[config.mk]
export PLATFORM = sky130hd
export DESIGN_NAME = ysyx_22050039_stage_ctrl
export DESIGN_NICKNAME = d
export VERILOG_FILES = /design/src/rtl/ysyx_22050039_ctrl_pkg.sv /design/src/rtl/ysyx_22050039_wait_timer.sv /design/src/rtl/ysyx_22050039_stage_ctrl.sv
export SDC_FILE = /design/constraint.sdc
export NUM_CORES = 1
export LEC_CHECK = 0
export BUFFER_PORTS_ARGS = -buffer_cell sky130_fd_sc_hd__clkbuf_2
export CAP_MARGIN = 25
export CORE_MARGIN = 4
export CORE_UTILIZATION = 43
export DETAILED_ROUTE_END_ITERATION = 16
export GPL_TIMING_DRIVEN = 0
export MAX_ROUTING_LAYER = met4
export PLACE_DENSITY = 0.95
export SETUP_SLACK_MARGIN = 0.02
export SLEW_MARGIN = 40
export SYNTH_ARGS = -nofsm -noshare
export SYNTH_HDL_FRONTEND = slang
export SYNTH_SLANG_ARGS = --single-unit
[constraint.sdc]
create_clock -name clk -period 2.3 [get_ports clk]
set_input_delay 0.115 -clock clk [delete_from_list [all_inputs] [get_ports clk]]
set_output_delay 0.115 -clock clk [all_outputs]
set_load 0.02 [all_outputs]
[src/rtl/ysyx_22050039_ctrl_pkg.sv]
// rtl/ysyx_22050039_ctrl_pkg.sv - shared state encoding and halt codes for the stage controller
package ysyx_22050039_ctrl_pkg;

    typedef enum logic [2:0] {
        S_FETCH  = 3'd0,
        S_DECODE = 3'd1,
        S_EXEC   = 3'd2,
        S_MEM    = 3'd3,
        S_WB     = 3'd4,
        S_HALT   = 3'd5
    } state_e;

    localparam logic [1:0] HALT_NONE    = 2'd0;
    localparam logic [1:0] HALT_EBREAK  = 2'd1;
    localparam logic [1:0] HALT_INVALID = 2'd2;
    localparam logic [1:0] HALT_WDOG    = 2'd3;

endpackage

[src/rtl/ysyx_22050039_wait_timer.sv]
// rtl/ysyx_22050039_wait_timer.sv - watchdog counter for EXEC/MEM wait states
module ysyx_22050039_wait_timer #(
    parameter int WAIT_MAX = 256
) (
    input  logic clk,
    input  logic rst,
    input  logic i_clear,
    input  logic i_enable,
    output logic o_expired
);

    localparam int TW = $clog2(WAIT_MAX);

    logic [TW-1:0] r_cnt;

    // The cycle whose count is WAIT_MAX-1 is the WAIT_MAX-th wait cycle.
    assign o_expired = i_enable && (r_cnt == TW'(WAIT_MAX - 1));

    always_ff @(posedge clk) begin
        if (rst || i_clear) begin
            r_cnt <= '0;
        end else if (i_enable && !o_expired) begin
            r_cnt <= r_cnt + 1'b1;
        end
    end

endmodule

[src/rtl/ysyx_22050039_stage_ctrl.sv]
// rtl/ysyx_22050039_stage_ctrl.sv - multi-cycle IFU/IDU/EXU/LSU/WB sequencer; YSYX_22050039_PERF_CNT_EN builds perf counters
module ysyx_22050039_stage_ctrl
    import ysyx_22050039_ctrl_pkg::*;
#(
    parameter int WAIT_MAX = 256,
    parameter int CNT_W    = 64
) (
    input  logic             clk,
    input  logic             rst,
    input  logic             ifu_valid,
    output logic             ifu_req,
    output logic             inst_latch,
    input  logic             dec_wreg,
    input  logic             dec_mem,
    input  logic             dec_multi,
    input  logic             dec_ebreak,
    input  logic             dec_invalid,
    output logic             exu_start,
    input  logic             exu_done,
    output logic             lsu_req,
    input  logic             lsu_done,
    output logic             reg_wen,
    output logic             pc_wen,
    output logic             halted,
    output logic [1:0]       halt_code,
    output logic [CNT_W-1:0] cycle_cnt,
    output logic [CNT_W-1:0] instret_cnt
);

    state_e     r_state;
    logic [1:0] r_halt_code;
    logic       r_exec_first;

    logic w_in_exec;
    logic w_in_mem;
    logic w_exec_ok;
    logic w_tmr_clear;
    logic w_expired;

    assign w_in_exec = (r_state == S_EXEC);
    assign w_in_mem  = (r_state == S_MEM);
    assign w_exec_ok = !dec_multi || exu_done;
    // Restart the count on every entry to a wait state, including EXEC -> MEM.
    assign w_tmr_clear = !(w_in_exec || w_in_mem) || (w_in_exec && w_exec_ok);

    ysyx_22050039_wait_timer #(
        .WAIT_MAX (WAIT_MAX)
    ) u_wait_timer (
        .clk       (clk),
        .rst       (rst),
        .i_clear   (w_tmr_clear),
        .i_enable  (w_in_exec || w_in_mem),
        .o_expired (w_expired)
    );

    always_ff @(posedge clk) begin
        if (rst) begin
            r_state      <= S_FETCH;
            r_halt_code  <= HALT_NONE;
            r_exec_first <= 1'b0;
        end else begin
            case (r_state)
                S_FETCH: if (ifu_valid) r_state <= S_DECODE;
                S_DECODE: begin
                    if (dec_invalid) begin
                        r_state     <= S_HALT;
                        r_halt_code <= HALT_INVALID;
                    end else if (dec_ebreak) begin
                        r_state     <= S_HALT;
                        r_halt_code <= HALT_EBREAK;
                    end else begin
                        r_state      <= S_EXEC;
                        r_exec_first <= 1'b1;
                    end
                end
                S_EXEC: begin
                    r_exec_first <= 1'b0;
                    if (w_exec_ok) begin
                        r_state <= dec_mem ? S_MEM : S_WB;
                    end else if (w_expired) begin
                        r_state     <= S_HALT;
                        r_halt_code <= HALT_WDOG;
                    end
                end
                S_MEM: begin
                    if (lsu_done) begin
                        r_state <= S_WB;
                    end else if (w_expired) begin
                        r_state     <= S_HALT;
                        r_halt_code <= HALT_WDOG;
                    end
                end
                S_WB:    r_state <= S_FETCH;
                S_HALT:  r_state <= S_HALT;
                default: r_state <= S_FETCH;
            endcase
        end
    end

    assign ifu_req    = (r_state == S_FETCH);
    assign inst_latch = (r_state == S_FETCH) && ifu_valid;
    assign exu_start  = w_in_exec && r_exec_first && dec_multi;
    assign lsu_req    = w_in_mem;
    // A reset landing on the WB cycle must not commit the aborted instruction.
    assign pc_wen     = (r_state == S_WB) && !rst;
    assign reg_wen    = (r_state == S_WB) && dec_wreg && !rst;
    assign halted     = (r_state == S_HALT);
    assign halt_code  = r_halt_code;

`ifdef YSYX_22050039_PERF_CNT_EN
    logic [CNT_W-1:0] r_cycle_cnt;
    logic [CNT_W-1:0] r_instret_cnt;

    always_ff @(posedge clk) begin
        if (rst) begin
            r_cycle_cnt   <= '0;
            r_instret_cnt <= '0;
        end else begin
            if (r_state != S_HALT) r_cycle_cnt   <= r_cycle_cnt + 1'b1;
            if (r_state == S_WB)   r_instret_cnt <= r_instret_cnt + 1'b1;
        end
    end

    assign cycle_cnt   = r_cycle_cnt;
    assign instret_cnt = r_instret_cnt;
`else
    assign cycle_cnt   = '0;
    assign instret_cnt = '0;
`endif

endmodule
==> results of run 1 <==
-- worst max-delay path: stages (launching register included) --
cell      delay [ns]
dfxtp_1         0.36
clkbuf_1        0.24
nor4b_1         0.41
and2_1          0.18
clkbuf_2        0.17
-- power by group through the flow --
stage	Combinational, mW	Sequential (mW)	Clock, mW
CTS	0.461	0.261	0.197
detailed placement	0.460	0.266	0
global route	0.510	0.262	0.210
floorplan	0.420	0.269	0
global placement	0.459	0.266	0
finish	0.476	0.261	0.196
-- how the worst max path moves through the flow --
stage                               start  cells after the start            to
CTS                            r_state[1]                      4       reg_wen
detailed placement  u_wait_timer.r_cnt[0]                      6  halt_code[1]
finish                         r_state[1]                      4       reg_wen
global route        u_wait_timer.r_cnt[0]                      6  halt_code[1]
floorplan                      r_state[1]                      3       reg_wen
global placement    u_wait_timer.r_cnt[0]                      6  halt_code[1]
-- metrics by stage --
step | hold slack, ns | area (um^2) | total power [mW] | worst slack [ns] | instances
3_5_place_dp | 0.4195 | 2417 | 0.7263 | 0.6230 | 423
4_1_cts | 0.1699 | 2459 | 0.9184 | 0.6026 | 426
2_1_floorplan | 0.2646 | 2270 | 0.6893 | 0.4646 | 356
3_3_place_gp | 0.4047 | 2417 | 0.7250 | 0.6827 | 423
5_1_grt | 0.2158 | 2459 | 0.9825 | 0.5141 | 426
6_report | 0.1817 | 2459 | 0.9331 | 0.5809 | 426
-- metal layers --
layer	up-vias	global-route usage [%]
li1	800	-
met1	623	13.19
met2	98	23.55
met3	2	3.030
met4	0	3.893
met5	-	-
-- layout make-up --
class / instances / area [um^2] / share of cell area [%]
clock buffer: 3 / 41.29 / 1.679
sequential: 14 / 280.3 / 11.40
inverter: 3 / 11.26 / 0.4580
multi-input combinational: 206 / 988.4 / 40.20
tap: 50 / 62.56 / 2.545
buffer: 133 / 989.7 / 40.25
timing repair buffer: 17 / 85.08 / 3.461
-- flip-flops by register name, indices dropped and copies added, names as in the netlist --
| name | flops |
|---|---|
| r_exec_first | 1 |
| u_wait_timer.r_cnt | 8 |
| halt_code | 2 |
| r_state | 3 |
-- cells in the mapped netlist --
cell type	count	area [um^2]
o2111ai_1	1	8.760
inv_1	3	11.26
nor3b_1	1	7.510
or3_1	1	6.260
nand2b_1	2	12.51
a21oi_1	6	30.03
buf_4	128	960.9
mux2i_1	1	10.01
o32a_1	1	10.01
and3_2	1	7.510
nor3_1	5	25.02
o21ai_0	6	30.03
nand4b_1	1	8.760
o32ai_1	1	8.760
nor2_1	9	33.78
o21a_1	1	7.510
clkbuf_1	2	7.510
nor4b_1	1	8.760
a221o_1	1	10.01
o211ai_1	1	7.510
nand3_1	3	15.01
or2_0	1	6.260
and4b_1	2	20.02
a211oi_1	4	30.03
o211ai_2	1	12.51
xor2_1	2	17.52
o21bai_1	1	7.510
a31oi_1	4	25.02
nor4_1	1	6.260
buf_6	1	11.26
o211a_1	1	10.01
dfxtp_1	14	280.3
nor2b_1	4	25.02
and2_1	3	18.77
ha_1	1	12.51
o221ai_1	1	8.760
conb_1	1	3.750
buf_2	2	10.01
a221oi_2	1	15.01
nand4_2	1	12.51
nand2_1	6	22.52
nand3_2	1	10.01
-- logic make-up (layout without fill, tap and decap cells) --
group                    after synthesis  after routing  synth area share [%]
AO/OA/AOI/OAI                         31             31                 12.35
XOR/XNOR                               2              2                0.9771
multiplexers                           1              1                0.5583
adder cells (fa/ha/maj)                1              1                0.6977
other                                  1            128                0.2092
flip-flops                            14             14                 15.63
buffers and inverters                136            156                 55.83
AND/OR/NAND/NOR                       43             43                 13.75
==> impl_results.md, run 1 <==
* Metal2 WL at 1926 um
* Final antenna diode count at 0
* Critical Path RT at ~2.2 ns
* Die height at between 70 and 80 um
* Vias at approximately 1.5k
* R2R Setup Slk at ~0.62 ns
* WL met1 at around 1300 um
* Switching Share at about two fifths
* Synth cell types at 42
* Drt drc at 0
* Internal Pwr Total at ~0.56 mW
* Hold/Removal Path Class: primary input to flop
* Core area at ~4000 um^2
* Largest vdd supply drop at 0.0001937 V
* Die Width at about 73 um
* Top Ports at about 150
* RR Endpoint: halt_code[1]
* Filler instances at around 380
* Port bufs at 17
* Fin Clk Skew at around 0.0018 ns
* Combinational power share at 51.0%
* CTS max path bufs at 2
* CTS Hold Bufs at 0
* Final setup viols at 0
* Hold path cells at 3
* Max Freq at between 500 and 600 MHz
* Max layer used: met4
* Sequential share of power at 28.0%
* Mapped cell area at 1793 um^2
* Post-CTS Setup Bufs at 0
* P&R area growth vs syn at 37.12%
* Fin. Hold Viols at 0
* Sequential area share after synthesis at between 10% and 20%
* YS warnings at 0
* WHS Endpoint: r_state[1]
* Yosys reg bits at 14
* Vias in the first global route at 1296
* Leakage power at 1.498 nW
* Outcome: completed
* HPWL after DPL at ~3200 um
* CP Capture Type: output port
* Final antenna-violating net count at 0
* Post-route minimum period at 1.719 ns
* RePlAce Congestion at approximately 0.80
* Avg Vias per Cell at ~3.6
* DR WL/cell at between 8 and 9 um
* Nets at 389
* Initial antenna violation count at 0
* Clock Power Share at 21.0%
* Commonest cells after routing, fill and taps aside: buf_4, conb_1, clkbuf_2
* Global-route wire length before repair at 5457 um
* Share of layout cells above drive strength 1 at between 40% and 50%
* Register clock-pin slew on the reported worst setup and hold paths at 0.05 ns
* Arrival @ worst endpoint at between 1.5 and 2 ns
* Pin count of the biggest net entering global routing at 11
* Pwr/cell area at around 380 nW/um^2
* Slew Viols, Final at 0
* CTS tree: done
* P_sw at 0.3763 mW
* CTS root buf: clkbuf_8
* Syn Inst Count at approximately 230
* Drt pass-1 iters at 4
* Final Cycle Share at about three quarters
* Cell Rows at 23
* Setup_tns at 0 ns
* CTS H-tree depth at 1
* RSZ-0062 raised after global routing: false
* DRT Wirelength at 3702 um
* Fin util at between 60% and 70%
* GRT overflow at 0
* Number of max-cap violations at 0
* Gates resized, CTS repair at 0
* Clk sinks at 14
* Met3 wire length at between 400 and 500 um
* Num CTS Buffers at 3
* Crit path max fanout at 10
* Global-route usage over all layers at approximately an eighth
* Mapped Avg Cell Area at roughly 7.8 um^2
* Worst setup path category: flop to output port
* Die Area at 5267 um^2
* Initial Util at ~45%
* CP Launch Type: flop
* FF-to-FF Start: u_wait_timer.r_cnt[0]
* Worst-Skew Late Latency at about 0.24 ns
* Worst Reg-to-Reg Cells at 6
* Initial drt markers at 54
* Min-delay src: dec_mem
Power figures use the tool's default switching activity.
==> run 2: changes to the inputs <==
--- a/config.mk
+++ b/config.mk
@@ -8,11 +8,11 @@
 export BUFFER_PORTS_ARGS = -buffer_cell sky130_fd_sc_hd__clkbuf_2
 export CAP_MARGIN = 25
 export CORE_MARGIN = 4
-export CORE_UTILIZATION = 43
+export CORE_UTILIZATION = 40
 export DETAILED_ROUTE_END_ITERATION = 16
 export GPL_TIMING_DRIVEN = 0
 export MAX_ROUTING_LAYER = met4
-export PLACE_DENSITY = 0.95
+export PLACE_DENSITY = 0.94
 export SETUP_SLACK_MARGIN = 0.02
 export SLEW_MARGIN = 40
 export SYNTH_ARGS = -nofsm -noshare
==> constraint.sdc (replaced) <==
create_clock -name clk -period 1.7 [get_ports clk]
set_input_delay 0.085 -clock clk [delete_from_list [all_inputs] [get_ports clk]]
set_output_delay 0.085 -clock clk [all_outputs]
set_load 0.02 [all_outputs]
==> impl_results.md, run 2 (synthesis results as in run 1) <==
* Outcome: completed (unchanged)
* Avg Vias per Cell at 3.519 (was 3.575)
* Max Freq at between 600 and 700 MHz
* DR WL/cell at 8.432 um (was 8.690 um)
* Buf/Inv on CP at 1 (was 2)
* Cell Rows at 24 (was 23)
* Cell Area, Placed at 2426 um^2 (was 2417 um^2)
* Worst Reg-to-Reg Cells at 6 (unchanged)
* Clk sinks at 14 (unchanged)
* WHS Endpoint: r_state[1] (unchanged)
* Final setup viols at 0 (unchanged)
* Vias at 1506 (was 1523)
* DRT Wirelength at 3609 um (was 3702 um)
* Die Width at 74.95 um (was 72.58 um)
* Die Area at 5618 um^2 (was 5267 um^2)
* Fin util at 57.10% (was 61.02%)
* Min-delay src: dec_mem (unchanged)
* Crit-path cells: ha_4 > nand4_2 > or2_0 > buf_6 > a221oi_2 > o211a_1 (was clkbuf_1 > nor4b_1 > and2_1 > clkbuf_2)
* Design area at 2486 um^2 (was 2459 um^2)
* Global-route wire length before repair at 5237 um (was 5457 um)
* FF-to-FF Start: u_wait_timer.r_cnt[0] (unchanged)
* CP Capture Type: flop (was output port)
* Core area at 4354 um^2 (was 4029 um^2)
* Top Ports at 147 (unchanged)
* Register clock-pin slew on the reported worst setup and hold paths at 0.06 ns (was 0.05 ns)
* Hold path cells at 3 (unchanged)
* Num CTS Buffers at 3 (unchanged)
* Fin. Hold Viols at 0 (unchanged)
* Max stage delay on crit path at 0.37 ns (was 0.41 ns)
* Initial antenna violation count at 0 (unchanged)
* RePlAce Congestion at 0.7566 (was 0.7997)
* Number of max-cap violations at 0 (unchanged)
* Hold/Removal Path Class: primary input to flop (unchanged)
* Pwr/cell area at 508.7 nW/um^2 (was 379.5 nW/um^2)
* HPWL after DPL at 3139 um (was 3154 um)
* Leakage power at 1.501 nW (was 1.498 nW)
* Worst setup path category: flop to flop (was flop to output port)
* Final Cycle Share at between 90% and 100%
* Arrival @ worst endpoint at 1.77 ns (was 1.60 ns)
* Final antenna-violating net count at 0 (unchanged)
* Worst path slowest cell: dfxtp_2 (was nor4b_1)
* Share of layout cells above drive strength 1 at 43.09% (was 41.49%)
* Largest vdd supply drop at 0.0002703 V (was 0.0001937 V)
* Pin count of the biggest net entering global routing at 11 (unchanged)
* CTS max path bufs at 2 (unchanged)
* Vias in the first global route at 1203 (was 1296)
* Die height at 74.95 um (was 72.58 um)
* Nets at 389 (unchanged)
* Critical Path RT at 1.89 ns (was 2.18 ns)
* CTS root buf: clkbuf_8 (unchanged)
* R2R Setup Slk at 0.12 ns (was 0.62 ns)
* Commonest cells after routing, fill and taps aside: buf_4, conb_1, clkbuf_2 (unchanged)
* Drt pass-1 iters at 4 (unchanged)
* Fin Clk Skew at 0.003221 ns (was 0.001782 ns)
* Max FFs per register at 8 (unchanged)
* Most flops, register: u_wait_timer.r_cnt (unchanged)
* Crit path max fanout at 7 (was 10)
* CTS tree: done (unchanged)
* Global-route usage over all layers at 12.01% (was 12.73%)
* Slew Viols, Final at 0 (unchanged)
* Final antenna diode count at 0 (unchanged)
* Initial Util at 41.18% (was 44.50%)
* Crit-path leading delay family: compound AO/OA/AOI/OAI gates (was simple AND/OR/NAND/NOR gates)
* Post-route minimum period at 1.584 ns
* CP Launch Type: flop (unchanged)
* P&R area growth vs syn at 38.66% (was 37.12%)
* Initial drt markers at 57 (was 54)
* Port bufs at 17 (unchanged)
* GRT overflow at 0 (unchanged)
* RSZ-0062 raised after global routing: false (unchanged)
* CTS H-tree depth at 1 (unchanged)
* Filler instances at 384 (was 381)
* Setup_tns at 0 ns (unchanged)
* Post-CTS Setup Bufs at 0 (unchanged)
* RR Endpoint: halt_code[1] (unchanged)
* Worst-Skew Late Latency at 0.24 ns (about the same)
* Drt drc at 0 (unchanged)
## run 2: metal layers
layer | track usage (%) | up-vias | routed length, um | share of wire, %
li1 | - | 800 | - | -
met1 | 13.54 | 603 | 1173 | 33
met2 | 21.47 | 101 | 1852 | 51
met3 | 2.270 | 2 | 550 | 15
met4 | 3.360 | 0 | 33 | 0.91
met5 | - | - | 0 | 0
## run 2: cell type report
cell class / count / area (um^2) / area share [%]
buffer: 133 / 991.0 / 39.86
clock buffer: 3 / 41.29 / 1.661
inverter: 3 / 11.26 / 0.4529
multi-input combinational: 206 / 1010 / 40.61
sequential: 14 / 282.8 / 11.37
tap: 52 / 65.06 / 2.617
timing repair buffer: 17 / 85.08 / 3.422
## run 2: worst max-delay path by stage
stage / start / to / slack (ns) / cells after the start
after floorplan: u_wait_timer.r_cnt[0] / halt_code[1] / 0.19 / 6
after global placement: u_wait_timer.r_cnt[0] / halt_code[1] / 0.08 / 6
after detailed placement: u_wait_timer.r_cnt[0] / halt_code[1] / 0.05 / 6
after CTS: u_wait_timer.r_cnt[0] / halt_code[1] / 0.02 / 6
after global routing: u_wait_timer.r_cnt[1] / halt_code[1] / 0.04 / 6
final: u_wait_timer.r_cnt[0] / halt_code[1] / 0.12 / 6
## run 2: repair_timing
action | CTS | global route
pin swaps | 0 | 1
hold buffers | 0 | 0
endpoints found under the setup margin | 1 | 6
resized for setup | 1 | 6
## run 2: report_power, final
part	switching (mW)	internal, mW	total (mW)	leakage (nW)
registers	0.0120	0.342	0.354	0.115
clock network	0.111	0.157	0.267	0.0216
logic	0.387	0.256	0.643	1.36
total	0.510	0.755	1.26	1.50
## run 2: tightest hold or removal path, cell delays in order
cell and delay (ns):
clkbuf_2 0.11, nand2_1 0.06, a31oi_1 0.07
## run 2: per-stage QoR
stage	power [mW]	instances	hold WS [ns]	worst slack (ns)
4_1_cts	1.254	428	0.1234	0.02063
3_5_place_dp	0.9833	425	0.3819	0.04872
5_1_grt	1.349	428	0.1372	0.03980
3_3_place_gp	0.9825	425	0.3846	0.08169
6_report	1.265	428	0.1247	0.1157
2_1_floorplan	0.9341	356	0.2346	0.1865
